File: config.mk
export PLATFORM = sky130hd
export DESIGN_NAME = johnson_sequence_monitor
export DESIGN_NICKNAME = d
export VERILOG_FILES = /design/src/rtl/johnson_pkg.sv /design/src/rtl/johnson_decode_comb.sv /design/src/rtl/johnson_sequence_monitor.sv
export SDC_FILE = /design/constraint.sdc
export NUM_CORES = 1
export LEC_CHECK = 0
export BUFFER_PORTS_ARGS = -buffer_cell sky130_fd_sc_hd__clkbuf_2
export CORE_MARGIN = 3
export CORE_UTILIZATION = 51
export DETAILED_ROUTE_END_ITERATION = 10
export PLACE_DENSITY = 0.74
export SETUP_SLACK_MARGIN = 0.5
export SYNTH_ARGS = -nofsm -noshare
export SYNTH_HDL_FRONTEND = slang
export SYNTH_SLANG_ARGS = --single-unit
File: constraint.sdc
create_clock -name clk -period 2.5 [get_ports clk]
set_clock_uncertainty 0.2 [all_clocks]
set_input_delay 0.25 -clock clk [delete_from_list [all_inputs] [get_ports clk]]
set_output_delay 0.25 -clock clk [all_outputs]
set_load 0.01 [all_outputs]
File: src/rtl/johnson_pkg.sv
// Shared Johnson (twisted-ring) helpers used by both the counter and the sequence monitor.
// Functions take a max-width code plus the live width n so any N up to JOHNSON_MAX_N works.
package johnson_pkg;

  localparam int JOHNSON_MAX_N = 32;

  typedef logic [JOHNSON_MAX_N-1:0] jcode_t;

  typedef enum logic {
    ST_UNLOCKED = 1'b0,
    ST_LOCKED   = 1'b1
  } lock_state_t;

  function automatic int johnson_idx_w(input int n);
    return $clog2(2 * n);
  endfunction

  function automatic jcode_t johnson_next(input jcode_t q, input int n);
    jcode_t r;
    r = '0;
    for (int i = 0; i < JOHNSON_MAX_N; i++) begin
      if (i < n - 1)
        r[i] = q[i+1];
      else if (i == n - 1)
        r[i] = ~q[0];
    end
    return r;
  endfunction

  // Exactly 2n of the 2^n patterns have at most one adjacent-bit transition.
  function automatic logic johnson_legal(input jcode_t q, input int n);
    int t;
    t = 0;
    for (int i = 0; i < JOHNSON_MAX_N - 1; i++) begin
      if (i < n - 1 && q[i] != q[i+1])
        t++;
    end
    return (t <= 1);
  endfunction

  function automatic int johnson_to_idx(input jcode_t q, input int n);
    int   ones;
    int   lz;
    logic found;
    ones  = 0;
    lz    = 0;
    found = 1'b0;
    for (int i = 0; i < JOHNSON_MAX_N; i++) begin
      if (i < n && q[i])
        ones++;
    end
    for (int i = JOHNSON_MAX_N - 1; i >= 0; i--) begin
      if (i < n && !found) begin
        if (q[i])
          found = 1'b1;
        else
          lz++;
      end
    end
    if (!johnson_legal(q, n))
      return 0;
    else if (q[n-1])
      return ones;
    else if (ones == 0)
      return 0;
    else
      return n + lz;
  endfunction

endpackage

File: src/rtl/johnson_decode_comb.sv
// Combinational Johnson decode: legality flag and binary index (0 when illegal).
module johnson_decode_comb
  import johnson_pkg::*;
#(
  parameter int N     = 4,
  parameter int IDX_W = johnson_idx_w(N)
) (
  input  logic [N-1:0]     code,
  output logic             legal,
  output logic [IDX_W-1:0] idx
);

  jcode_t q;

  always_comb begin
    q          = '0;
    q[N-1:0]   = code;
    legal      = johnson_legal(q, N);
    idx        = IDX_W'(johnson_to_idx(q, N));
  end

endmodule

File: src/rtl/johnson_sequence_monitor.sv
// Checks a sampled Johnson code stream for legal patterns and correct succession,
// tracks lock after LOCK_CNT good steps, and keeps a saturating error count.
module johnson_sequence_monitor
  import johnson_pkg::*;
#(
  parameter int N          = 4,
  parameter int LOCK_CNT   = 3,
  parameter int ALLOW_HOLD = 0,
  parameter int ERR_W      = 8,
  localparam int IDX_W     = johnson_idx_w(N)
) (
  input  logic             clk,
  input  logic             reset,
  input  logic             valid_in,
  input  logic [N-1:0]     code_in,
  input  logic             clear_err,
  output logic [IDX_W-1:0] index_out,
  output logic             index_valid,
  output logic             code_err,
  output logic             seq_err,
  output logic             locked,
  output logic [ERR_W-1:0] err_count
);

  localparam int MW = (LOCK_CNT < 1) ? 1 : $clog2(LOCK_CNT + 1);
  localparam logic [MW-1:0]    MATCH_MAX = MW'(LOCK_CNT);
  localparam logic [IDX_W-1:0] IDX_LAST  = IDX_W'(2 * N - 1);

  logic             legal;
  logic [IDX_W-1:0] idx;

  lock_state_t      state;
  lock_state_t      state_nxt;
  logic             have_prev;
  logic [IDX_W-1:0] prev_idx;
  logic [IDX_W-1:0] succ_idx;
  logic [MW-1:0]    match_cnt;
  logic [MW-1:0]    match_nxt;

  logic             code_bad;
  logic             seq_bad;
  logic             step_ok;
  logic             err_evt;

  johnson_decode_comb #(
    .N     (N),
    .IDX_W (IDX_W)
  ) u_decode (
    .code  (code_in),
    .legal (legal),
    .idx   (idx)
  );

  assign succ_idx = (prev_idx == IDX_LAST) ? '0 : prev_idx + 1'b1;

  // Classify the current sample; a hold is neither an error nor progress.
  always_comb begin
    code_bad = 1'b0;
    seq_bad  = 1'b0;
    step_ok  = 1'b0;
    if (valid_in) begin
      if (!legal) begin
        code_bad = 1'b1;
      end else if (have_prev) begin
        if (idx == succ_idx)
          step_ok = 1'b1;
        else if (!(ALLOW_HOLD != 0 && idx == prev_idx))
          seq_bad = 1'b1;
      end
    end
  end

  assign err_evt = code_bad | seq_bad;

  always_comb begin
    match_nxt = match_cnt;
    if (err_evt)
      match_nxt = '0;
    else if (step_ok && match_cnt != MATCH_MAX)
      match_nxt = match_cnt + 1'b1;
  end

  // FSM: state register
  always_ff @(posedge clk or posedge reset) begin
    if (reset)
      state <= ST_UNLOCKED;
    else
      state <= state_nxt;
  end

  // FSM: next state
  always_comb begin
    state_nxt = state;
    case (state)
      ST_UNLOCKED: if (step_ok && match_nxt == MATCH_MAX) state_nxt = ST_LOCKED;
      ST_LOCKED:   if (err_evt) state_nxt = ST_UNLOCKED;
      default:     state_nxt = ST_UNLOCKED;
    endcase
  end

  // FSM: outputs
  always_comb begin
    locked = (state == ST_LOCKED);
  end

  always_ff @(posedge clk or posedge reset) begin
    if (reset) begin
      have_prev <= 1'b0;
      prev_idx  <= '0;
      match_cnt <= '0;
    end else if (valid_in) begin
      match_cnt <= match_nxt;
      if (legal) begin
        have_prev <= 1'b1;
        prev_idx  <= idx;
      end else begin
        have_prev <= 1'b0;
      end
    end
  end

  always_ff @(posedge clk or posedge reset) begin
    if (reset) begin
      index_out   <= '0;
      index_valid <= 1'b0;
      code_err    <= 1'b0;
      seq_err     <= 1'b0;
    end else begin
      index_valid <= valid_in & legal;
      code_err    <= code_bad;
      seq_err     <= seq_bad;
      if (valid_in)
        index_out <= legal ? idx : '0;
    end
  end

  always_ff @(posedge clk or posedge reset) begin
    if (reset)
      err_count <= '0;
    else if (clear_err)
      err_count <= '0;
    else if (err_evt && err_count != {ERR_W{1'b1}})
      err_count <= err_count + 1'b1;
  end

endmodule

==> reports/results.tsv <==
metric	value	unit
final_cell_mix	buf_4, dfrtp_1, clkbuf_2, nor2_1, inv_1	
grt_usage	21.4	%
final_max_slew_viol_count	0	
first_global_vias	1407	
whs	0.0319	ns
htree_levels	1	
violations	negative setup slack	
die_y	60.6	um
required	2.51	ns
synth_area	1520	sq um
min_period_over_period	106	%
clockRootBuffer	clkbuf_4	
cts_tree	built	
met3_length	165	um
fp.dieW	60.6	um
grt_antenna_before_repair	0	
final_common_cell	buf_4	
path_class	input pin to flop	
final_cell_area	2210	sq um
rsz0062_at_grt	yes	
wl_met1	1600	um
drc	0	
cap_violations	0	
overflow	0	
synth_area_per_cell	9.17	sq um
setup_viol	10	
ant_nets	0	
drt-total-wl	3700	um
grt_max_degree	22	
ir_drop	299	uV
dp_hpwl	2760	um
num_rows	19	
wl_met2	1880	um
syn_nets	186	
max_slew_margin	46.5	%
min_path_type	input pin to flop	
io_pins	23	
wl_per_cell	14.4	um
cts_buffers	3	
p_leak	1.09	nW
dp_slack	-0.517	ns
netlist_instances	166	
antenna_cells	0	
syn_to_final_growth	45.4	%
fp.coreArea	2810	sq um
fin_ws	-0.148	ns
dieArea	3670	sq um
synth_cell_type_count	43	
cts.path.max_buffers	2	
fmax	378	MHz
instances_no_fill	257	
drt-initial-drc-count	53	
worst_pin_slew	0.801	ns
ys_seq_elements	21	
portBuffers	22	
start_kind	input pin	
drive_above_1_share	45.6	%
status	complete, but fails checks	
endpoint_kind	flop	
viasPerCell	5.60	
dp_cells	247	
fillCellCount	187	
grt_pass1_wl	5990	um
dpl_cell_area	1990	sq um
vias	1438	
gp_congestion	0.865	
highest_layer	met4	
cts.sinks	21	
yosysSeqAreaShare	34.5	%
start_util	54.2	%
power_per_cell_area	466	nW/um^2
final_util	78.9	%
cp.arrival	2.66	ns
path_clk_slew	0.12	ns
hold_violations	0	
fin_crit	2.65	ns
crit_fanout	5	
ys_warn_count	0	
nets	247	
drtPass1Iterations	6	
clk_latency	0.31	ns
path summary, 6_finish.rpt:
| check | cells after the start | endpoint | slack [ns] | from |
|---|---|---|---|---|
| worst max-delay path | 14 | err_count[5] | -0.15 | code_in[2] |
| worst min-delay path | 2 | index_out[2] | 0.03 | valid_in |
| worst max register to register | 8 | err_count[5] | 0.05 | prev_idx[0] |
| worst min register to register | 1 | locked | 0.30 | locked |
| max in group asynchronous | 3 | have_prev | 1.20 | reset |
| min in group asynchronous | 3 | err_count[2] | 0.41 | reset |
sequential cells by signal, summed over array words and instances (netlist names):
| name | count |
|---|---|
| seq_err | 1 |
| prev_idx | 3 |
| match_cnt | 2 |
| have_prev | 1 |
| err_count | 8 |
| locked | 1 |
| index_out | 3 |
| index_valid | 1 |
| code_err | 1 |
per-stage QoR:
| stage | setup TNS, ns | power, W |
|---|---|---|
| 2_1_floorplan | -2.06 | 0.000645 |
| 3_3_place_gp | -4.18 | 0.000784 |
| 3_5_place_dp | -4.98 | 0.000801 |
| 4_1_cts | -0.589 | 0.00102 |
| 5_1_grt | -2.34 | 0.00109 |
| 6_report | -0.922 | 0.00103 |
where the power goes:
part           total [W]  internal, W  switching (W)
logic           0.000464     0.000232       0.000232
registers       0.000398     0.000373      0.0000242
clock network   0.000170    0.0000598       0.000110
total            0.00103     0.000666       0.000366
worst max-delay path, stage by stage:
cell	delay, ns
clkbuf_16	0.14
clkinv_8	0.05
ha_4	0.14
inv_2	0.04
a211oi_2	0.21
ha_2	0.19
nor2b_4	0.15
xnor2_2	0.08
o31ai_4	0.31
nor3_2	0.09
a2111oi_4	0.32
a21oi_2	0.15
o211a_1	0.24
mux2_4	0.30
per-layer routing:
layer	up-vias	track usage (%)
met2	44	38.8
met3	6	4.04
met5	-	0
li1	698	-
met4	0	5.26
met1	690	25.9
cell type report:
cell class | count | area (sq um) | area share [%]
clock inverters | 1 | 5.00 | 0.226
repair buffers | 59 | 428 | 19.3
multi-input cells | 126 | 1110 | 50.1
inverters | 16 | 83.8 | 3.79
flip-flops and latches | 21 | 526 | 23.8
clock buffers | 3 | 22.5 | 1.02
well taps | 31 | 38.8 | 1.75
synth_stat cells (all sizes together):
library cell,n,area share (%)
dfrtp,21,35
inv,16,3.9
nor2,14,3.5
ha,12,9.9
nand2,12,3.1
o21ai,11,3.9
nor2b,9,3.7
and3,8,3.3
a21oi,7,2.5
nand3,6,2.0
o21a,5,2.5
mux2,4,3.7
nand2b,4,1.6
mux2i,3,2.0
nor3,3,1.6
xnor2,3,1.7
a211oi,2,0.99
and2,2,0.82
clkbuf,2,0.49
nand3b,2,0.99
nand4,2,0.82
o211a,2,1.3
o22ai,2,0.82
xor2,2,1.2
a2111oi,1,1.8
a211o,1,0.58
a311oi,1,0.58
buf,1,0.33
nand4b,1,0.58
nor4,1,0.41
o2111ai,1,0.58
o21ba,1,0.66
o311ai,1,1.7
o31a,1,0.58
o31ai,1,0.82
or4,1,0.49
repair_timing:
action / in CTS / in global routing
hold buffers: 1 / 0
endpoints found under the hold margin: 21 / 0
resized for setup: 22 / 14
pin swaps: 10 / 15
endpoints found under the setup margin: 12 / 19
buffers inserted: 4 / 1
gates cloned: 0 / 0
cells by family (layout without fill, tap and decap cells):
kind of cell / after synthesis / after routing / synth area share, %
AO/OA/AOI/OAI: 37 / 37 / 19.3
XOR/XNOR: 5 / 5 / 2.88
adder cells (fa/ha/maj): 12 / 12 / 9.87
buffers and inverters: 19 / 79 / 4.77
flip-flops: 21 / 21 / 34.5
multiplexers: 7 / 7 / 5.67
AND/OR/NAND/NOR: 65 / 65 / 22.9
Note: power is estimated with default switching activity, not from simulation.
